==> src/rtl/bcd_pkg.sv <==
// Shared types and constants for the digit-serial packed-BCD adder.
//   bcd_digit_t : one 4-bit BCD digit
//   state_t     : sequencer states IDLE / ADD / DONE
//   BCD_MAX     : largest valid decimal digit
//   BCD_ADJ     : decimal adjust added when a digit sum exceeds BCD_MAX
package bcd_pkg;

  typedef logic [3:0] bcd_digit_t;

  typedef enum logic [1:0] {
    IDLE = 2'd0,
    ADD  = 2'd1,
    DONE = 2'd2
  } state_t;

  localparam bcd_digit_t BCD_MAX = 4'd9;
  localparam bcd_digit_t BCD_ADJ = 4'd6;

endpackage : bcd_pkg

==> src/rtl/bcd_digit_adder.sv <==
// Single-digit decimal adder (combinational).
//   a_d, b_d : operand digits (values above 9 are accepted and follow the
//              same formula; the result is then not valid BCD)
//   c_in     : decimal carry in
//   s_d      : result digit
//   c_out    : decimal carry out
module bcd_digit_adder
  import bcd_pkg::*;
(
  input  logic [3:0] a_d,
  input  logic [3:0] b_d,
  input  logic       c_in,
  output logic [3:0] s_d,
  output logic       c_out
);

  logic [4:0] s5;
  logic [4:0] adj;

  // 5-bit binary sum, then decimal adjust when it passes 9
  always_comb begin
    s5  = {1'b0, a_d} + {1'b0, b_d} + {4'b0000, c_in};
    adj = s5 + {1'b0, BCD_ADJ};
    if (s5 > {1'b0, BCD_MAX}) begin
      s_d   = adj[3:0];
      c_out = 1'b1;
    end else begin
      s_d   = s5[3:0];
      c_out = 1'b0;
    end
  end

endmodule : bcd_digit_adder

==> src/rtl/bcd_serial_add_ctrl.sv <==
// Digit-serial packed-BCD addition sequencer. Captures two DIGITS-wide
// operands on start, walks one shared bcd_digit_adder from digit 0 upward,
// one digit per clock, and reports the sum with a one-cycle done pulse.
//   clk, rst_n : clock, asynchronous active-low reset
//   start      : request, sampled only in IDLE
//   a, b, cin  : packed BCD operands (digit 0 = bits [3:0]) and carry in
//   busy       : operation in progress
//   done       : one-cycle pulse, sum/cout valid
//   sum, cout  : packed BCD result and decimal carry out of the top digit
//   err        : an operand digit above 9 was seen
// Optional feature: define BCD_ERR_CHECK_EN to build the invalid-digit
// check; otherwise err is tied low.
module bcd_serial_add_ctrl
  import bcd_pkg::*;
#(
  parameter int unsigned DIGITS = 4
) (
  input  logic                  clk,
  input  logic                  rst_n,
  input  logic                  start,
  input  logic [4*DIGITS-1:0]   a,
  input  logic [4*DIGITS-1:0]   b,
  input  logic                  cin,
  output logic                  busy,
  output logic                  done,
  output logic [4*DIGITS-1:0]   sum,
  output logic                  cout,
  output logic                  err
);

  localparam int unsigned W     = 4 * DIGITS;
  localparam int unsigned IDX_W = (DIGITS > 1) ? $clog2(DIGITS) : 1;

  state_t             state_q;
  state_t             state_d;
  logic [W-1:0]       op_a;
  logic [W-1:0]       op_b;
  logic               carry;
  logic [IDX_W-1:0]   idx;
  logic               last;
  logic               accept;
  logic               step;
  logic               finish;
  logic               busy_d;
  logic               done_d;
  bcd_digit_t         a_d;
  bcd_digit_t         b_d;
  bcd_digit_t         s_d;
  logic               c_out;
  logic [W-1:0]       sum_nxt;

  assign last = (idx == IDX_W'(DIGITS - 1));

  // State register
  always_ff @(posedge clk or negedge rst_n) begin
    if (!rst_n) state_q <= IDLE;
    else        state_q <= state_d;
  end

  // Next-state logic
  always_comb begin
    state_d = state_q;
    case (state_q)
      IDLE:    if (start) state_d = ADD;
      ADD:     if (last)  state_d = DONE;
      DONE:    state_d = IDLE;
      default: state_d = IDLE;
    endcase
  end

  // Control strobes and next values of the registered status outputs
  always_comb begin
    accept = 1'b0;
    step   = 1'b0;
    finish = 1'b0;
    case (state_q)
      IDLE:    accept = start;
      ADD: begin
        step   = 1'b1;
        finish = last;
      end
      default: ;
    endcase
    busy_d = (state_d == ADD);
    done_d = (state_d == DONE);
  end

  // Select the current digit pair and merge the result digit into sum
  always_comb begin
    a_d     = '0;
    b_d     = '0;
    sum_nxt = sum;
    for (int i = 0; i < int'(DIGITS); i++) begin
      if (idx == IDX_W'(i)) begin
        a_d                = op_a[4*i +: 4];
        b_d                = op_b[4*i +: 4];
        sum_nxt[4*i +: 4]  = s_d;
      end
    end
  end

  bcd_digit_adder u_digit_adder (
    .a_d   (a_d),
    .b_d   (b_d),
    .c_in  (carry),
    .s_d   (s_d),
    .c_out (c_out)
  );

  // Status outputs
  always_ff @(posedge clk or negedge rst_n) begin
    if (!rst_n) begin
      busy <= 1'b0;
      done <= 1'b0;
    end else begin
      busy <= busy_d;
      done <= done_d;
    end
  end

  // Operand capture, digit ripple and result registers
  always_ff @(posedge clk or negedge rst_n) begin
    if (!rst_n) begin
      op_a  <= '0;
      op_b  <= '0;
      carry <= 1'b0;
      idx   <= '0;
      sum   <= '0;
      cout  <= 1'b0;
    end else if (accept) begin
      op_a  <= a;
      op_b  <= b;
      carry <= cin;
      idx   <= '0;
      sum   <= '0;
    end else if (step) begin
      sum   <= sum_nxt;
      carry <= c_out;
      idx   <= finish ? '0 : idx + IDX_W'(1);
      if (finish) cout <= c_out;
    end
  end

`ifdef BCD_ERR_CHECK_EN
  logic err_acc;
  logic err_q;
  logic bad_now;

  assign bad_now = (a_d > BCD_MAX) || (b_d > BCD_MAX);
  assign err     = err_q;

  // Sticky invalid-digit flag; published on entry to DONE, cleared on start
  always_ff @(posedge clk or negedge rst_n) begin
    if (!rst_n) begin
      err_acc <= 1'b0;
      err_q   <= 1'b0;
    end else if (accept) begin
      err_acc <= 1'b0;
      err_q   <= 1'b0;
    end else if (step) begin
      err_acc <= err_acc | bad_now;
      if (finish) err_q <= err_acc | bad_now;
    end
  end
`else
  assign err = 1'b0;
`endif

endmodule : bcd_serial_add_ctrl

==> config.mk <==
export PLATFORM = sky130hd
export DESIGN_NAME = bcd_serial_add_ctrl
export DESIGN_NICKNAME = d
export VERILOG_FILES = /design/src/rtl/bcd_pkg.sv /design/src/rtl/bcd_digit_adder.sv /design/src/rtl/bcd_serial_add_ctrl.sv
export SDC_FILE = /design/constraint.sdc
export NUM_CORES = 1
export LEC_CHECK = 0
export BUFFER_PORTS_ARGS = -buffer_cell sky130_fd_sc_hd__buf_2
export CORE_MARGIN = 3
export CORE_UTILIZATION = 53
export CTS_CLUSTER_SIZE = 16
export DETAILED_ROUTE_END_ITERATION = 12
export PLACE_DENSITY = 0.75
export SLEW_MARGIN = 20
export SYNTH_ARGS = -nofsm -noshare
export SYNTH_HDL_FRONTEND = slang
export SYNTH_SLANG_ARGS = --single-unit
==> constraint.sdc <==
create_clock -name clk -period 4.1 [get_ports clk]
set_input_delay 0.41 -clock clk [delete_from_list [all_inputs] [get_ports clk]]
set_output_delay 0.41 -clock clk [all_outputs]
set_load 0.005 [all_outputs]
==> summary.md, run 1 <==
| Metric | Value |
|---|---|
| Via count | 2212 |
| Share of the yosys chip area belonging to registers | 51.8% |
| Site Rows | 25 |
| CTS Sinks | 56 |
| Met3 routed WL | 182 um |
| GRT Total Usage | 20.3% |
| Drt total wl | 5650 um |
| Post-synth EDFFs | 0 |
| Most common cell in the netlist | nand2_1 |
| Critical-path top delay cell | fa_1 |
| Commonest register cell after synthesis | dfrtp_1 |
| Area contributors post-synth | dfrtp_1 (52%), nand2_1 (16%), a21oi_1 (5.9%) |
| Final Hold Viols | 0 |
| Initial DRC count | 79 |
| Clock power share | 9.4% |
| Register Area | 1400 um^2 |
| Port bufs | 54 |
| Required time worst endpoint | 4.30 ns |
| RSZ-0062 raised after global routing | false |
| CP Max Fanout | 8 |
| DIE AREA | 6000 um^2 |
| Crit path top cell by count | a21oi_1 |
| Peak VDD IR | 0.495 mV |
| CTS Buffer Depth | 2 |
| Commonest cells in the netlist | nand2_1 (113), dfrtp_1 (56), a21oi_1 (32), nor2_1 (18), clkbuf_1 (15) |
| Die height | 77.5 um |
| Critical path cell sequence | inv_1, ha_1, nand3b_1, a21oi_1, a21oi_1, nor2_1, a21oi_1, fa_1, fa_1, xnor2_2, inv_1, ha_1, nand2_1, o21ai_1, o311a_2, xnor2_2, a311oi_1 |
| Hold WC Path Type | in -> async |
| Async SR Flop Fraction | 100% |
| FILL cells | 441 |
| Post-synthesis register bit count | 56 |
| Synth Warn # | 0 |
| Top routing layer used | met4 |
| Post-synthesis cell area | 2710 um^2 |
| Vias in the first global route | 2085 |
| Worst setup EP type | register |
| Bufs and invs on worst path | 2 |
| TritonCTS clock tree | done |
| CP Launch Type | register |
| Post-synth top area share | 51.8% |
| H-tree depth | 2 |
| Area leader, netlist | dfrtp_1 |
| Initial antenna violation count | 0 |
| Static leakage | 1.65 nW |
| Area delta synth->final | 16.3% |
| Sw frac | 44.2% |
| Antenna viol nets, final | 0 |
| Core region area | 4820 um^2 |
| Grt ovf | 0 |
| Status | finished clean |
| Setup_tns | 0 ns |
| Final Slew Violations | 0 |
| Worst-margin pin slew | 0.868 ns |
| Final min period | 3.82 ns |
| DRT Pass-1 Iters | 5 |
| IO Count | 56 |
| Internal power | 1.79 mW |
| Largest stage delay on the critical path | 0.44 ns |
| Normalized max-slew margin | 42.0% |
| Final setup viols | 0 |
| WL/cell | 13.1 um |
| Initial core utilization | 56.2% |
| Largest net degree at the start of global routing | 57 |
| Net Sw Power | 1.42 mW |
| Root buffer cell | clkbuf_8 |
| Final Cycle Share | 93.2% |
| Logic pwr share | 61.2% |
| Clock-pin slew on the worst setup and hold paths | 0.09 ns |
| CTS Hold Bufs | 0 |
| Clock Latency Late Sink | 0.30 ns |
| GP Congestion | 0.912 |
| Via-to-Cell Ratio | 5.12 |
| Die width | 77.5 um |
| Post-route DRC | 0 |
| Top delay family on crit path | adder cells |
| Multi-input combinational cell area | 1220 um^2 |
| Synth Instances | 313 |
| Syn_nets | 359 |
| First-pass GRT wire length | 9830 um |
| Netlist cell types | 34 |
| Syn Area/Cell | 8.65 um^2 |
| Pwr Total | 3.21 mW |
| Layout cells sized above 1 | 21.4% |
| Critical path class | reg -> reg |
| Setup Skew | 0.00602 ns |
| TritonCTS Buffers | 5 |
| Nets@finish | 410 |
| Max cap viols | 0 |
| Metal2 WL | 2750 um |
| DP HPWL | 4080 um |
| Fmax | 262 MHz |
| # diodes | 0 |
| Data arrival time of the critical path | 4.02 ns |
| Seq pwr share | 29.4% |
| M1 WL | 2650 um |
| PwrDens | 1020 nW/um^2 |
-- metal layers --
layer	GRT usage, %	up-vias
li1	-	1136
met1	27.4	1019
met2	33.6	49
met3	3.13	8
met4	7.12	0
met5	0	-
-- what timing repair did --
action                                  in CTS  in global routing
buffers inserted                             0                  1
gates resized for setup                      0                  1
endpoints found under the setup margin       0                  7
-- cell families (layout without fill, tap and decap cells) --
kind of cell	after synthesis	count (layout)	synth area share [%]
other	1	1	0.139
flip-flops	56	56	51.8
buffers and inverters	24	76	3.47
XOR/XNOR	2	2	1.20
AND/OR/NAND/NOR	156	156	24.1
adder cells (fa/ha/maj)	10	10	5.18
multiplexers	1	1	0.370
AO/OA/AOI/OAI	63	63	13.7
-- cell usage in the layout (no fill, tap or decap), types with 7 or more instances in the layout --
cell type	n
a21oi_1	32
buf_2	54
buf_4	7
dfrtp_1	56
ha_1	8
inv_1	7
nand2_1	113
nand3_1	8
nand3b_1	7
nor2_1	17
o21ai_1	10
-- worst paths after layout --
kind                          start        to  slack, ns  cells after the start
max                          idx[1]    sum[9]       0.28                     17
min                           rst_n   op_a[1]       0.22                      2
max reg2reg                  idx[1]    sum[9]       0.28                     17
min reg2reg                op_a[10]  op_a[10]       0.48                      2
max in group asynchronous     rst_n   sum[12]       3.42                      2
min in group clk               a[5]   op_a[5]       0.29                      3
-- metrics by stage --
step	cells	hold WS [ns]	instance area, um^2	utilization (%)	setup slack, ns
floorplan	313	0.114	2710	-	0.319
global placement	423	0.459	3040	63.1	0.410
detailed placement	423	0.463	3040	63.1	0.259
CTS	431	0.243	3130	65.0	0.216
global route	432	0.286	3150	65.3	0.0263
finish	432	0.219	3150	65.3	0.280
-- power by group through the flow --
stage,registers (mW),logic (mW),clock network (mW)
2_1_floorplan,0.923,1.47,0
3_3_place_gp,0.944,1.83,0
3_5_place_dp,0.956,1.89,0
4_1_cts,0.944,1.91,0.312
5_1_grt,0.973,2.22,0.337
6_report,0.943,1.96,0.302
-- registers in the layout, summed over array words and instances, names as in the netlist --
register  count
cout          1
idx           2
op_b         16
busy          1
carry         1
op_a         16
sum          16
done          1
state_q       2
-- area by class of cell --
type / count / share of cell area [%]
Clock buffer: 6 / 2.62
Inverter: 7 / 0.835
Multi-Input combinational cell: 233 / 38.8
Sequential cell: 56 / 44.5
Clock inverter: 2 / 0.318
Tap cell: 67 / 2.66
Timing Repair Buffer: 61 / 10.3
(Power assumes the default switching activity.)
==> inputs of run 2 (changes only) <==
--- a/config.mk
+++ b/config.mk
@@ -7,10 +7,10 @@
 export LEC_CHECK = 0
 export BUFFER_PORTS_ARGS = -buffer_cell sky130_fd_sc_hd__buf_2
 export CORE_MARGIN = 3
-export CORE_UTILIZATION = 53
+export CORE_UTILIZATION = 49
 export CTS_CLUSTER_SIZE = 16
 export DETAILED_ROUTE_END_ITERATION = 12
-export PLACE_DENSITY = 0.75
+export PLACE_DENSITY = 0.72
 export SLEW_MARGIN = 20
 export SYNTH_ARGS = -nofsm -noshare
 export SYNTH_HDL_FRONTEND = slang
==> constraint.sdc (replaced) <==
create_clock -name clk -period 3.2 [get_ports clk]
set_input_delay 0.32 -clock clk [delete_from_list [all_inputs] [get_ports clk]]
set_output_delay 0.32 -clock clk [all_outputs]
set_load 0.005 [all_outputs]
==> summary.md, run 2 (synthesized netlist as in run 1, its figures left out) <==
| Metric | Value |
|---|---|
| Gr busiest metal | met2 |
| Vias in the first global route | 2338 |
| Fmax | 297 MHz |
| Final setup viols | 10 |
| Die height | 80.3 um |
| Post-route DRC | 0 |
| Commonest cells after routing, fill and taps aside | nand2_1 (112), dfrtp_1 (55), buf_2 (54) |
| # diodes | 0 |
| Area delta synth->final | 24.3% |
| CTS Sinks | 56 |
| Data arrival time of the critical path | 3.58 ns |
| Worst setup EP type | register |
| DIE AREA | 6450 um^2 |
| Clock Latency Late Sink | 0.31 ns |
| Drt total wl | 6090 um |
| Largest stage delay on the critical path | 0.46 ns |
| GRT Total Usage | 21.2% |
| RSZ-0062 raised after global routing | true |
| Met2 Usage GRT | 36.1% |
| Initial DRC count | 131 |
| Setup Skew | 0.00990 ns |
| Commonest non-fill, non-tap cell in the layout | nand2_1 |
| R2R setup slack | -0.17 ns |
| Grt ovf | 0 |
| Met3 Use GR | 4.26% |
| CTS Hold Bufs | 0 |
| Worst-margin pin slew | 0.849 ns |
| CP Launch Type | register |
| Max cap viols | 0 |
| Largest net degree at the start of global routing | 42 |
| GP Congestion | 0.876 |
| Met1 global-route usage | 27.3% |
| TritonCTS Buffers | 5 |
| FILL cells | 478 |
| Root buffer cell | clkbuf_8 |
| Layout cells sized above 1 | 27.6% |
| Setup_tns | -1.19 ns |
| CTS Buffer Depth | 2 |
| Initial antenna violation count | 0 |
| Crit path top cell by count | a21oi_1 |
| Final Non-Filler Cells | 450 |
| DRT Pass-1 Iters | 4 |
| Clock-pin slew on the worst setup and hold paths | 0.10 ns |
| Status | finished, violations left |
| Port bufs | 54 |
| DP Cell Count | 442 |
| Initial core utilization | 51.7% |
| TritonCTS clock tree | done |
| Required time worst endpoint | 3.41 ns |
| WL/cell | 13.5 um |
| IO Count | 56 |
| Failing checks | negative setup slack |
| Biggest regs | op_a (16), op_b (16), sum (16) |
| Hold WC Path Type | in -> async |
| Setup WS post-layout | -0.171 ns |
| Final Hold Viols | 0 |
| First-pass GRT wire length | 10700 um |
| Antenna viol nets, final | 0 |
| Setup Fix Bufs, Post-CTS | 0 |
| Top delay family on crit path | adder cells |
| Final Cycle Share | 105% |
| CP Max Fanout | 7 |
| Normalized max-slew margin | 43.4% |
| Critical path cell sequence | ha_4, nand3b_1, a21oi_1, a21oi_1, nor2_1, a21oi_1, fa_2, fa_2, xnor2_2, inv_1, ha_2, nand2_2, o21ai_2, o311a_4, xnor2_4, a311oi_2 |
| Nets@finish | 425 |
| Final Slew Violations | 0 |
| Core region area | 5240 um^2 |
| Critical-path top delay cell | dfrtp_2 |
| H-tree depth | 2 |
| Critical path class | reg -> reg |
| Die width | 80.3 um |
| Final min period | 3.37 ns |
| Bufs and invs on worst path | 1 |
| DP HPWL | 4350 um |
| Via-to-Cell Ratio | 5.00 |
| Site Rows | 26 |
| Via count | 2251 |
-- run 2: cell count changes in the layout (fill, tap and decap cells not counted), sizes merged --
| cell | delta |
|---|---|
| bufinv | +1 |
| clkinv | -1 |
| buf | +15 |
-- run 2: what timing repair did --
action	CTS	global route
gates resized for setup	10	5
pin swaps	6	3
setup endpoints to repair	11	14
-- run 2: through the flow --
stage,setup slack [ns],util (%),cell area [um^2],hold slack (ns)
after floorplan,-0.182,-,2750,0.0244
after global placement,-0.107,60.8,3180,0.458
after detailed placement,-0.264,60.8,3180,0.463
after CTS,-0.132,63.7,3340,0.129
after global routing,-0.367,64.2,3360,0.169
final,-0.171,64.2,3360,0.104
-- run 2: per-layer routing --
layer  vias to the layer above  wire [um]  part of all wire (%)
met5                         -          0                     0
li1                       1160          -                     -
met1                      1032       2800                    46
met2                        49       2940                    48
met3                        10        253                   4.2
met4                         0         90                   1.5
-- run 2: path summary, 6_finish.rpt --
path,start,to,cells after the start
hold reg to reg,op_a[11],op_a[11],2
max in group asynchronous,rst_n,sum[12],2
hold / removal,rst_n,state_q[1],1
min in group clk,b[6],op_b[6],3
setup / recovery,idx[0],sum[1],16
setup reg to reg,idx[0],sum[1],16
-- run 2: final cells by class --
type / count / area [um^2] / area share (%)
timing repair buffer: 76 / 435 / 12.9
inverter: 7 / 26.3 / 0.781
clock buffer: 6 / 72.6 / 2.16
sequential: 56 / 1400 / 41.7
multi-input combinational: 233 / 1300 / 38.8
clock inverter: 2 / 35.0 / 1.04
tap: 70 / 87.6 / 2.60
Power of run 2 is not shown: default switching activity piles up to over one toggle a cycle in this logic, so the estimate is an artifact.
